**config.mk**
```make
export PLATFORM = sky130hd
export DESIGN_NAME = spike_encoder
export DESIGN_NICKNAME = d
export VERILOG_FILES = /design/src/rtl/spike_encoder.sv
export SDC_FILE = /design/constraint.sdc
export NUM_CORES = 1
export LEC_CHECK = 0
export ABC_AREA = 1
export ABC_CLOCK_PERIOD_IN_PS = 1980
export CAP_MARGIN = 20
export CORE_AREA = 2 2 141 143
export DETAILED_ROUTE_END_ITERATION = 8
export DIE_AREA = 0 0 143 145
export HOLD_SLACK_MARGIN = 0.05
export PLACE_DENSITY = 0.79
export SLEW_MARGIN = 0
export SYNTH_ARGS = -nofsm -noshare
export SYNTH_HDL_FRONTEND = slang
export SYNTH_SLANG_ARGS = --single-unit
```
**constraint.sdc**
```tcl
create_clock -name clk -period 1.98 [get_ports clk]
set_input_delay 0.198 -clock clk [delete_from_list [all_inputs] [get_ports clk]]
set_output_delay 0.198 -clock clk [all_outputs]
set_load 0.03 [all_outputs]
```
**src/rtl/spike_encoder.sv**
```systemverilog
// -----------------------------------------------------------------------------
// spike_encoder
//
// Purpose:
//   On a start pulse, compares every neuron membrane voltage against a firing
//   threshold and captures a fire vector. The vector is then sent as a stream
//   of neuron addresses over a valid/ready handshake, lowest index first, at
//   up to one address per cycle. A one-cycle done pulse marks the end of the
//   timestep.
//
// Optional feature (compile-time macro SPIKE_REFRACTORY_EN):
//   When defined, a last_fire register holds the vector captured at the
//   previous start. Neurons that fired last timestep are masked out of the
//   new capture, so no neuron fires in two consecutive timesteps.
//   When undefined, the capture is the plain threshold compare.
//
// Ports:
//   clk          in   system clock, rising edge
//   rst          in   asynchronous active-low reset
//   start        in   single-cycle pulse: capture and encode one timestep
//   cur_voltage  in   packed voltages, neuron i at [i*V_W +: V_W]
//   threshold    in   unsigned firing threshold
//   spike_ready  in   downstream accepts spike_addr this cycle
//   spike_valid  out  spike_addr holds a firing neuron
//   spike_addr   out  index of the firing neuron (0 when not valid)
//   fire_vec     out  fire bits not yet sent
//   spike_cnt    out  spikes sent in the current timestep
//   busy         out  encoder is scanning or finishing
//   done         out  one-cycle pulse: timestep fully sent
// -----------------------------------------------------------------------------
module spike_encoder #(
    parameter int N_NUM = 32,
    parameter int N_SZ  = 5,
    parameter int V_W   = 8,
    parameter int CNT_W = 6
) (
    input  logic                   clk,
    input  logic                   rst,
    input  logic                   start,
    input  logic [N_NUM*V_W-1:0]   cur_voltage,
    input  logic [V_W-1:0]         threshold,
    input  logic                   spike_ready,
    output logic                   spike_valid,
    output logic [N_SZ-1:0]        spike_addr,
    output logic [N_NUM-1:0]       fire_vec,
    output logic [CNT_W-1:0]       spike_cnt,
    output logic                   busy,
    output logic                   done
);

    typedef enum logic [1:0] {
        ST_IDLE = 2'd0,
        ST_SCAN = 2'd1,
        ST_DONE = 2'd2
    } state_t;

    state_t             state_r;
    logic [N_NUM-1:0]   fire_vec_r;
    logic [CNT_W-1:0]   spike_cnt_r;
    logic               busy_r;
    logic               done_r;

    logic [N_NUM-1:0]   cmp_s;
    logic [N_NUM-1:0]   capture_s;
    logic [N_NUM-1:0]   fire_next_s;
    logic               pending_s;
    logic               capture_en_s;

    // Index of the lowest set bit; later (lower) hits overwrite earlier ones.
    function automatic logic [N_SZ-1:0] lowest_set(input logic [N_NUM-1:0] vec);
        logic [N_SZ-1:0] idx;
        idx = {N_SZ{1'b0}};
        for (int i = N_NUM - 1; i >= 0; i--) begin
            if (vec[i]) begin
                idx = i[N_SZ-1:0];
            end
        end
        return idx;
    endfunction

    // Unsigned threshold compare for every neuron.
    always_comb begin
        cmp_s = {N_NUM{1'b0}};
        for (int i = 0; i < N_NUM; i++) begin
            cmp_s[i] = (cur_voltage[i*V_W +: V_W] >= threshold);
        end
    end

    assign pending_s    = |fire_vec_r;
    assign capture_en_s = (state_r == ST_IDLE) && start;

    // v & (v - 1) clears exactly the lowest set bit, i.e. the address on offer.
    assign fire_next_s  = fire_vec_r & (fire_vec_r - {{(N_NUM-1){1'b0}}, 1'b1});

`ifdef SPIKE_REFRACTORY_EN
    logic [N_NUM-1:0] last_fire_r;

    assign capture_s = cmp_s & ~last_fire_r;

    // Remember the (masked) vector of the previous timestep.
    always_ff @(posedge clk or negedge rst) begin
        if (!rst) begin
            last_fire_r <= {N_NUM{1'b0}};
        end else if (capture_en_s) begin
            last_fire_r <= capture_s;
        end else begin
            last_fire_r <= last_fire_r;
        end
    end
`else
    assign capture_s = cmp_s;
`endif

    // Control FSM: capture, serialise one spike per accepted handshake, finish.
    always_ff @(posedge clk or negedge rst) begin
        if (!rst) begin
            state_r     <= ST_IDLE;
            fire_vec_r  <= {N_NUM{1'b0}};
            spike_cnt_r <= {CNT_W{1'b0}};
            busy_r      <= 1'b0;
            done_r      <= 1'b0;
        end else begin
            case (state_r)
                ST_IDLE: begin
                    done_r <= 1'b0;
                    if (start) begin
                        fire_vec_r  <= capture_s;
                        spike_cnt_r <= {CNT_W{1'b0}};
                        busy_r      <= 1'b1;
                        state_r     <= ST_SCAN;
                    end else begin
                        busy_r      <= 1'b0;
                        state_r     <= ST_IDLE;
                    end
                end
                ST_SCAN: begin
                    busy_r <= 1'b1;
                    if (!pending_s) begin
                        done_r  <= 1'b1;
                        state_r <= ST_DONE;
                    end else if (spike_ready) begin
                        fire_vec_r  <= fire_next_s;
                        spike_cnt_r <= spike_cnt_r + {{(CNT_W-1){1'b0}}, 1'b1};
                        done_r      <= 1'b0;
                        state_r     <= ST_SCAN;
                    end else begin
                        done_r  <= 1'b0;
                        state_r <= ST_SCAN;
                    end
                end
                ST_DONE: begin
                    // spike_cnt is left alone so the host can read it after done.
                    busy_r  <= 1'b0;
                    done_r  <= 1'b0;
                    state_r <= ST_IDLE;
                end
                default: begin
                    fire_vec_r <= {N_NUM{1'b0}};
                    busy_r     <= 1'b0;
                    done_r     <= 1'b0;
                    state_r    <= ST_IDLE;
                end
            endcase
        end
    end

    // Handshake outputs decode the registered state and vector only, so they
    // are stable while spike_ready is low.
    always_comb begin
        if ((state_r == ST_SCAN) && pending_s) begin
            spike_valid = 1'b1;
            spike_addr  = lowest_set(fire_vec_r);
        end else begin
            spike_valid = 1'b0;
            spike_addr  = {N_SZ{1'b0}};
        end
    end

    assign fire_vec  = fire_vec_r;
    assign spike_cnt = spike_cnt_r;
    assign busy      = busy_r;
    assign done      = done_r;

endmodule

```
==> run_results.csv <==
group,metric,value,unit
run_status,outcome,"finished, violations left",
run_status,violations,"setup timing",
drt,dr_total_vias,8744,
hold_path,hold_class,"reg -> reg",
yosys,ys.warnings.count,0,
global_route,grt_max_degree,42,
drt,drt_first_pass_iters,5,
pwr,power_frac_comb,0.788,
yosys,synth_seq_cells,41,
worst_setup_path,cp.arrival,2.73,ns
pwr,pwr-share-clk,0.092,
placed_design,port_buffers,313,
floorplan,pin_count,314,
worst_setup_path,critPathMaxFanout,2,
cells_and_area,drive_gt1_frac,0.206,
floorplan,dieArea,20700,µm²
worst_setup_path,crit_end,"spike_addr[0]",
sta,fmax,342,MHz
worst_setup_path,worst-r2r-setup-slack,-0.19,ns
global_route,grt_pass1_vias,9294,
clock_network,cts.clk_slew.worst_paths,0.07,ns
sta,whs,0.484,ns
floorplan,die_w,143,µm
cells_and_area,post-route-util,0.700,
global_route,antenna_found_initial,0,
yosys,synth_cells,976,
sta,setup_viol,41,
pwr,ir_drop,0.000785,V
cells_and_area,nets,1972,
clock_network,clock-root-buffer,"clkbuf_16",
floorplan,row_count,51,
yosys,synthDistinctLibCells,38,
floorplan,die_y,145,µm
cells_and_area,design_area,13400,µm²
clock_network,cts_sinks,41,
sta,fin_crit_sh,1.48,
global_route,grtUsageTotal,0.281,
pwr,p_switching,0.00546,W
yosys,syn_area,7740,µm²
floorplan,core_area,19200,µm²
clock_network,cts_max_level,2,
worst_setup_path,reg2reg_depth,15,
cells_and_area,n_antenna_cell,0,
drt,drtIter0Drc,411,
drt,routed_via_density,5.10,
cells_and_area,area_growth,73.7,%
sta,finalHoldViolCount,0,
yosys,synth_edf_count,0,
worst_setup_path,critPathKind,"reg -> out",
yosys,syn_area_per_cell,7.93,µm²
pwr,leakage,6.59,nW
placed_design,hpwl,23.1,mm
worst_setup_path,crit_required,1.78,ns
worst_setup_path,cpPeakStageDelay,0.41,ns
sta,setup_slack,-0.946,ns
clock_network,numCtsBuffers,5,
job,drv_cap,0,
sta,fin_crit,2.93,ns
placed_design,dp_cells,1670,
cells_and_area,layoutNonFillerInstCount,1713,
hold_path,min_path_cells,1,
sta,tns,-6.50,ns
sta,worst_pin_slew,0.566,ns
drt,routed_wirelength,29.4,mm
drt,drc,0,
yosys,synth-seq-area-share,0.133,
floorplan,start_util,0.403,
clock_network,cts_buffer_depth,2,
yosys,synth-main-ff-cell,"dfrtp_1",
pwr,seqPwrFrac,0.121,
pwr,p_int,0.00643,W
sta,rsz0062_at_grt,"true",
sta,skew,0.00750,ns
pwr,power_switching_share,0.459,
pwr,power_per_cell_area,884,nW/µm²
yosys,synthArstFlopShare,1.00,
global_route,grt_pass1_wl,46.2,mm
yosys,synth.net_count,1501,
sta,slew_headroom,0.622,
clock_network,cts_tree,"built",
worst_setup_path,crit_slowest_cell,"dfrtp_2",
worst_setup_path,crit_top_cell,"nand2_1",
worst_setup_path,timing.rr.start,"fire_vec[30]$_DFFE_PN0P_",
sta,slew_viol_final,0,
drt,antenna_left,0,
worst_setup_path,crit_path_start,"fire_vec[30]$_DFFE_PN0P_",
worst_setup_path,end_kind,"primary output",
clock_network,clkLatencyLatePin,0.29,ns
worst_setup_path,r2r-end,"fire_vec[7]$_DFFE_PN0P_",
global_route,grt_overflow,0,
drt,avgRoutedWirePerCell,17.2,µm
placed_design,dpl_cell_area,12300,µm²
worst_setup_path,start_kind,"flop",
placed_design,place_congestion,0.889,
## through the flow
stage / setup slack [ns] / power, W
after floorplan: -0.406 / 0.00563
after global routing: -1.13 / 0.0126
after CTS: -0.877 / 0.0116
after global placement: -0.855 / 0.00980
after detailed placement: -0.936 / 0.00997
final: -0.946 / 0.0119
## repair_timing
action,CTS,global route
buffers inserted,30,4
hold buffers,1,0
endpoints found under the hold margin,41,0
setup endpoints to repair,40,44
gates cloned,4,0
pin swaps,152,46
resized for setup,168,27
## worst max-delay path: cells and delay by family, from the launching register on
family | cells | cell delay [ns]
and+or+nand+nor | 29 | 1.66
DFF | 1 | 0.41
buffers and inverters | 2 | 0.21
AOI/OAI and AO/OA | 1 | 0.14
## state kept, by name, indices dropped and copies added, names as in the netlist
register and flops:
spike_cnt 6, fire_vec 32, done 1, state_r 1
busy 1
## metal layers
metal / vias to the layer above / routed length (µm) / global-route usage
li1: 4322 / - / -
met1: 4009 / 11600 / 0.321
met2: 326 / 14600 / 0.500
met3: 87 / 1880 / 0.0578
met4: 0 / 1340 / 0.121
met5: - / 0 / 0
## placed cells by master (no fill, tap or decap), types with 4 or more instances in the layout
| cell | Yosys | layout |
|---|---|---|
| a211oi_2 | 0 | 5 |
| o21ai_1 | 4 | 52 |
| a32oi_1 | 4 | 4 |
| nand2_2 | 3 | 6 |
| nand3_1 | 5 | 5 |
| dfrtp_2 | 0 | 16 |
| clkdlybuf4s50_1 | 0 | 272 |
| a21boi_0 | 12 | 8 |
| o21ai_2 | 0 | 6 |
| clkbuf_16 | 0 | 5 |
| o21ai_0 | 80 | 26 |
| buf_4 | 0 | 128 |
| dlygate4sd2_1 | 0 | 29 |
| nand2_1 | 101 | 98 |
| dfrtp_1 | 41 | 25 |
| ha_1 | 257 | 227 |
| inv_1 | 170 | 162 |
| nor2_1 | 53 | 47 |
| nand4_1 | 5 | 5 |
| buf_12 | 0 | 21 |
| o21a_1 | 123 | 123 |
| ha_4 | 0 | 30 |
| nor3_1 | 9 | 6 |
| inv_4 | 3 | 4 |
| nor2_2 | 9 | 12 |
| a21oi_2 | 3 | 14 |
| o22ai_1 | 5 | 5 |
| buf_6 | 2 | 11 |
| a21boi_1 | 1 | 4 |
| inv_2 | 6 | 11 |
| a21oi_1 | 46 | 33 |
| nor2_4 | 3 | 6 |
| a22o_1 | 5 | 5 |
## logic make-up after synthesis
family                     synth area share
AOI/OAI and AO/OA                     0.254
adders and majority gates             0.416
and+or+nand+nor                       0.103
buffers and inverters                0.0943
DFF                                   0.133
## synthesized netlist by cell type, types with 5 or more instances
| master | number | area share |
|---|---|---|
| a22o_1 | 5 | 0.0057 |
| nand2_1 | 101 | 0.049 |
| a21oi_1 | 46 | 0.030 |
| nor2_2 | 9 | 0.0073 |
| dfrtp_1 | 41 | 0.13 |
| o22ai_1 | 5 | 0.0040 |
| clkbuf_1 | 5 | 0.0024 |
| o21ai_0 | 80 | 0.052 |
| nand4_1 | 5 | 0.0040 |
| nand3_1 | 5 | 0.0032 |
| nor3_1 | 9 | 0.0058 |
| inv_2 | 6 | 0.0029 |
| a21boi_0 | 12 | 0.012 |
| a211oi_1 | 7 | 0.0068 |
| inv_1 | 170 | 0.082 |
| ha_1 | 257 | 0.42 |
| nor2_1 | 53 | 0.026 |
| o21a_1 | 123 | 0.12 |
## power by group through the flow
stage / Sequential (W) / Clock, W / Combinational, W
floorplan: 0.00211 / 0 / 0.00352
global placement: 0.00143 / 0 / 0.00837
detailed placement: 0.00144 / 0 / 0.00853
CTS: 0.00143 / 0.00110 / 0.00911
finish: 0.00143 / 0.00109 / 0.00936
global route: 0.00148 / 0.00112 / 0.0100
## worst min-delay path by stage
stage,from,to,slack [ns]
after floorplan,rst,busy$_DFF_PN0_,-0.1
after global placement,rst,fire_vec[21]$_DFFE_PN0P_,0.31
after detailed placement,rst,fire_vec[21]$_DFFE_PN0P_,0.32
after CTS,spike_cnt[5]$_DFFE_PN0P_,spike_cnt[5]$_DFFE_PN0P_,0.49
after global routing,spike_cnt[5]$_DFFE_PN0P_,spike_cnt[5]$_DFFE_PN0P_,0.51
final,spike_cnt[5]$_DFFE_PN0P_,spike_cnt[5]$_DFFE_PN0P_,0.48
## final cells by class
class	instances	area [µm²]
inverter	180	693
fill	1426	5770
tap	265	332
clock buffer	5	125
sequential	41	1050
clock inverter	3	65.1
multi-input combinational	747	6530
timing repair buffer	472	4650
No activity file was read; power rests on OpenSTA's default activity.
==> variant (same flow settings) <==
Encoding of `state_t`: now one-hot (3 bits for 3 states).
--- a/src/rtl/spike_encoder.sv
+++ b/src/rtl/spike_encoder.sv
@@ -48,10 +48,10 @@
     output logic                   done
 );
 
-    typedef enum logic [1:0] {
-        ST_IDLE = 2'd0,
-        ST_SCAN = 2'd1,
-        ST_DONE = 2'd2
+    typedef enum logic [2:0] {
+        ST_IDLE = 3'b001,
+        ST_SCAN = 3'b010,
+        ST_DONE = 3'b100
     } state_t;
 
     state_t             state_r;
Behaviour: same outputs for any inputs over 4 cycles, from zero or initial values and one cycle with rst low; so few cycles prove little.
==> variant against the unedited design <==
The flow still finishes with violations (negative setup slack). Clock power decreased by 11%. Worst setup slack improved by 89 ps. Area after synthesis rose by 2.1%. Via count barely moved. Final area rose by 1.4%. Clock skew shrank 1.5 ps. Total power increased by 4.3%. Routed wire length fell by 4.5%. Sequential cell count is 2 higher. Synthesized cell count rose by 3.5%. Maximum frequency increased by 3.1%. Non-clock buffer count increased by 5. Critical path type unchanged. Critical endpoint unchanged. Largest cell class unchanged. Highest routed layer unchanged.
==> variant: results (changes against the unedited design) <==
stage,metric,value,unit,change
global_route,grt_util_all_layers,0.2676,,-0.01371
timing,tightest_slew,477.2,ps,-89.25 ps
finish,fill_cells,1480,,+3.8%
timing,tns,-21790,ps,-15280 ps
placed_design,portBuffers,313,,unchanged
setup_path,slowest_delay,420,ps,
timing,setup_viol,47,,+15%
timing,setup_ws,-857.5,ps,+88.71 ps
placed_design,post-place-ws,-749.2,ps,+186.9 ps
clock_network,cts_buffer_depth,2,,unchanged
yosys,yosysUniqueCellTypes,40,,+5.3%
setup_path,arrival,2640,ps,-90 ps
clock_network,cts_root_buf,clkbuf_16,,
placed_design,dp_cells,1711,,+2.5%
routing,viasPerCell,4.996,,-2.1%
timing,skew,5.988,ps,-1.507 ps
outcome,status,"finished, violations left",,
finish,layout-drive-gt1-share,0.2059,,about the same
finish,layout.nets,2010,,+1.9%
global_route,grt_pass1_vias,9103,,-2.1%
pwr,p_leak,6.843,nW,+3.8%
finish,largest_register_ffs,32,,unchanged
finish,antenna_cells,0,,unchanged
yosys,synth_seq_area_share,0.1364,,+0.003763
yosys,synth_most_common_cell,ha_1,,
setup_path,path_max_fanout,2,,unchanged
yosys,synthArstFlopShare,1.000,,unchanged
routing,firstDrtPassIters,5,,unchanged
yosys,syn_nets,1535,,+2.3%
clock_network,insertion_delay,290,ps,about the same
yosys,synthCells,1010,,+3.5%
routing,wl_per_cell,16.04,um,-6.6%
placed_design,gp_congestion,0.8697,,-2.1%
global_route,grt_pass1_wl,44440,um,-3.9%
run,max-cap-violations,0,,unchanged
clock_network,cts_htree_levels,2,,unchanged
worst_hold_path,holdCritPathClass,input port to async pin,,
clock_network,path_clk_slew,70,ps,about the same
global_route,grt_start_max_net_pins,23,,-45%
clock_network,cts_made_buffers,5,,unchanged
yosys,ys_top_cells_by_count,"257 x ha_1, 207 x inv_1, 91 x nand2_1",,
global_route,antenna_found_initial,0,,unchanged
routing,wl,28090,um,-4.5%
placed_design,hpwl,22520,um,-2.7%
outcome,violations,negative setup slack,,
yosys,synth_area_leaders,"ha_1 41%, dfrtp_1 13%, inv_1 9.8%",,
routing,first_iter_violations,326,,-21%
yosys,synth_flop_cell,dfrtp_1,,
pwr,vdd_drop_max,0.5353,mV,-32%
-- variant: area by class of cell --
| cell class | instances | area share |
|---|---|---|
| Inverter | 217 | 0.06204 |
| Multi-Input combinational cell | 741 | 0.4714 |
| Timing Repair Buffer | 477 | 0.3500 |
| Tap cell | 265 | 0.02432 |
| Clock buffer | 7 | 0.009728 |
| Sequential cell | 43 | 0.08030 |
| Clock inverter | 1 | 0.002203 |
-- variant: cell families after synthesis --
group | Yosys count | synth area share
compound gates | 302 | 0.2433
buf+inv | 226 | 0.1105
mux | 1 | 0.001267
fa+ha+maj | 257 | 0.4070
flops | 43 | 0.1364
simple gates | 181 | 0.1015
-- variant: report_power, final --
part           switching (mW)  internal (mW)
sequential              0.264           1.25
combinational            5.01           4.90
clock                   0.376          0.598
-- variant: worst paths after layout --
check,slack (ps),cells past startpoint,to,start
max in group asynchronous,1100,3,fire_vec[13],rst
min in group clk,500,1,spike_cnt[5],spike_cnt[5]
worst max-delay path,-860,32,spike_addr[0],fire_vec[30]
worst min-delay path,310,2,fire_vec[1],rst
worst min register to register,500,1,spike_cnt[5],spike_cnt[5]
worst max register to register,-590,21,fire_vec[30],fire_vec[1]
-- variant: worst max-delay path, delay by kind of cell (launching register included) --
family                 cells  cell delay, ps
buffers and inverters      2             190
AO/OA/AOI/OAI              1             150
AND/OR/NAND/NOR           29            1590
flip-flops                 1             420
-- variant: timing repair --
item / in CTS / in global routing
buffers inserted: 14 / 18
hold buffers: 1 / 0
cloned: 7 / 0
gates resized for setup: 100 / 57
endpoints found under the setup margin: 47 / 49
endpoints found under the hold margin: 11 / 0
pin swaps: 18 / 19
-- variant: metrics by stage --
stage / area, um2 / hold slack [ps]
after floorplan: 8054 / -97.59
after global placement: 12570 / 96.86
after detailed placement: 12570 / 99.28
after CTS: 13350 / 325.1
after global routing: 13630 / 344.9
final: 13630 / 311.3
-- variant: layer usage --
metal | wire (um) | track usage | up-vias
met5 | 0 | 0 | -
li1 | - | - | 4414
met4 | 1099 | 0.09802 | 0
met2 | 13840 | 0.4648 | 258
met3 | 1597 | 0.05479 | 71
met1 | 11550 | 0.3225 | 4005
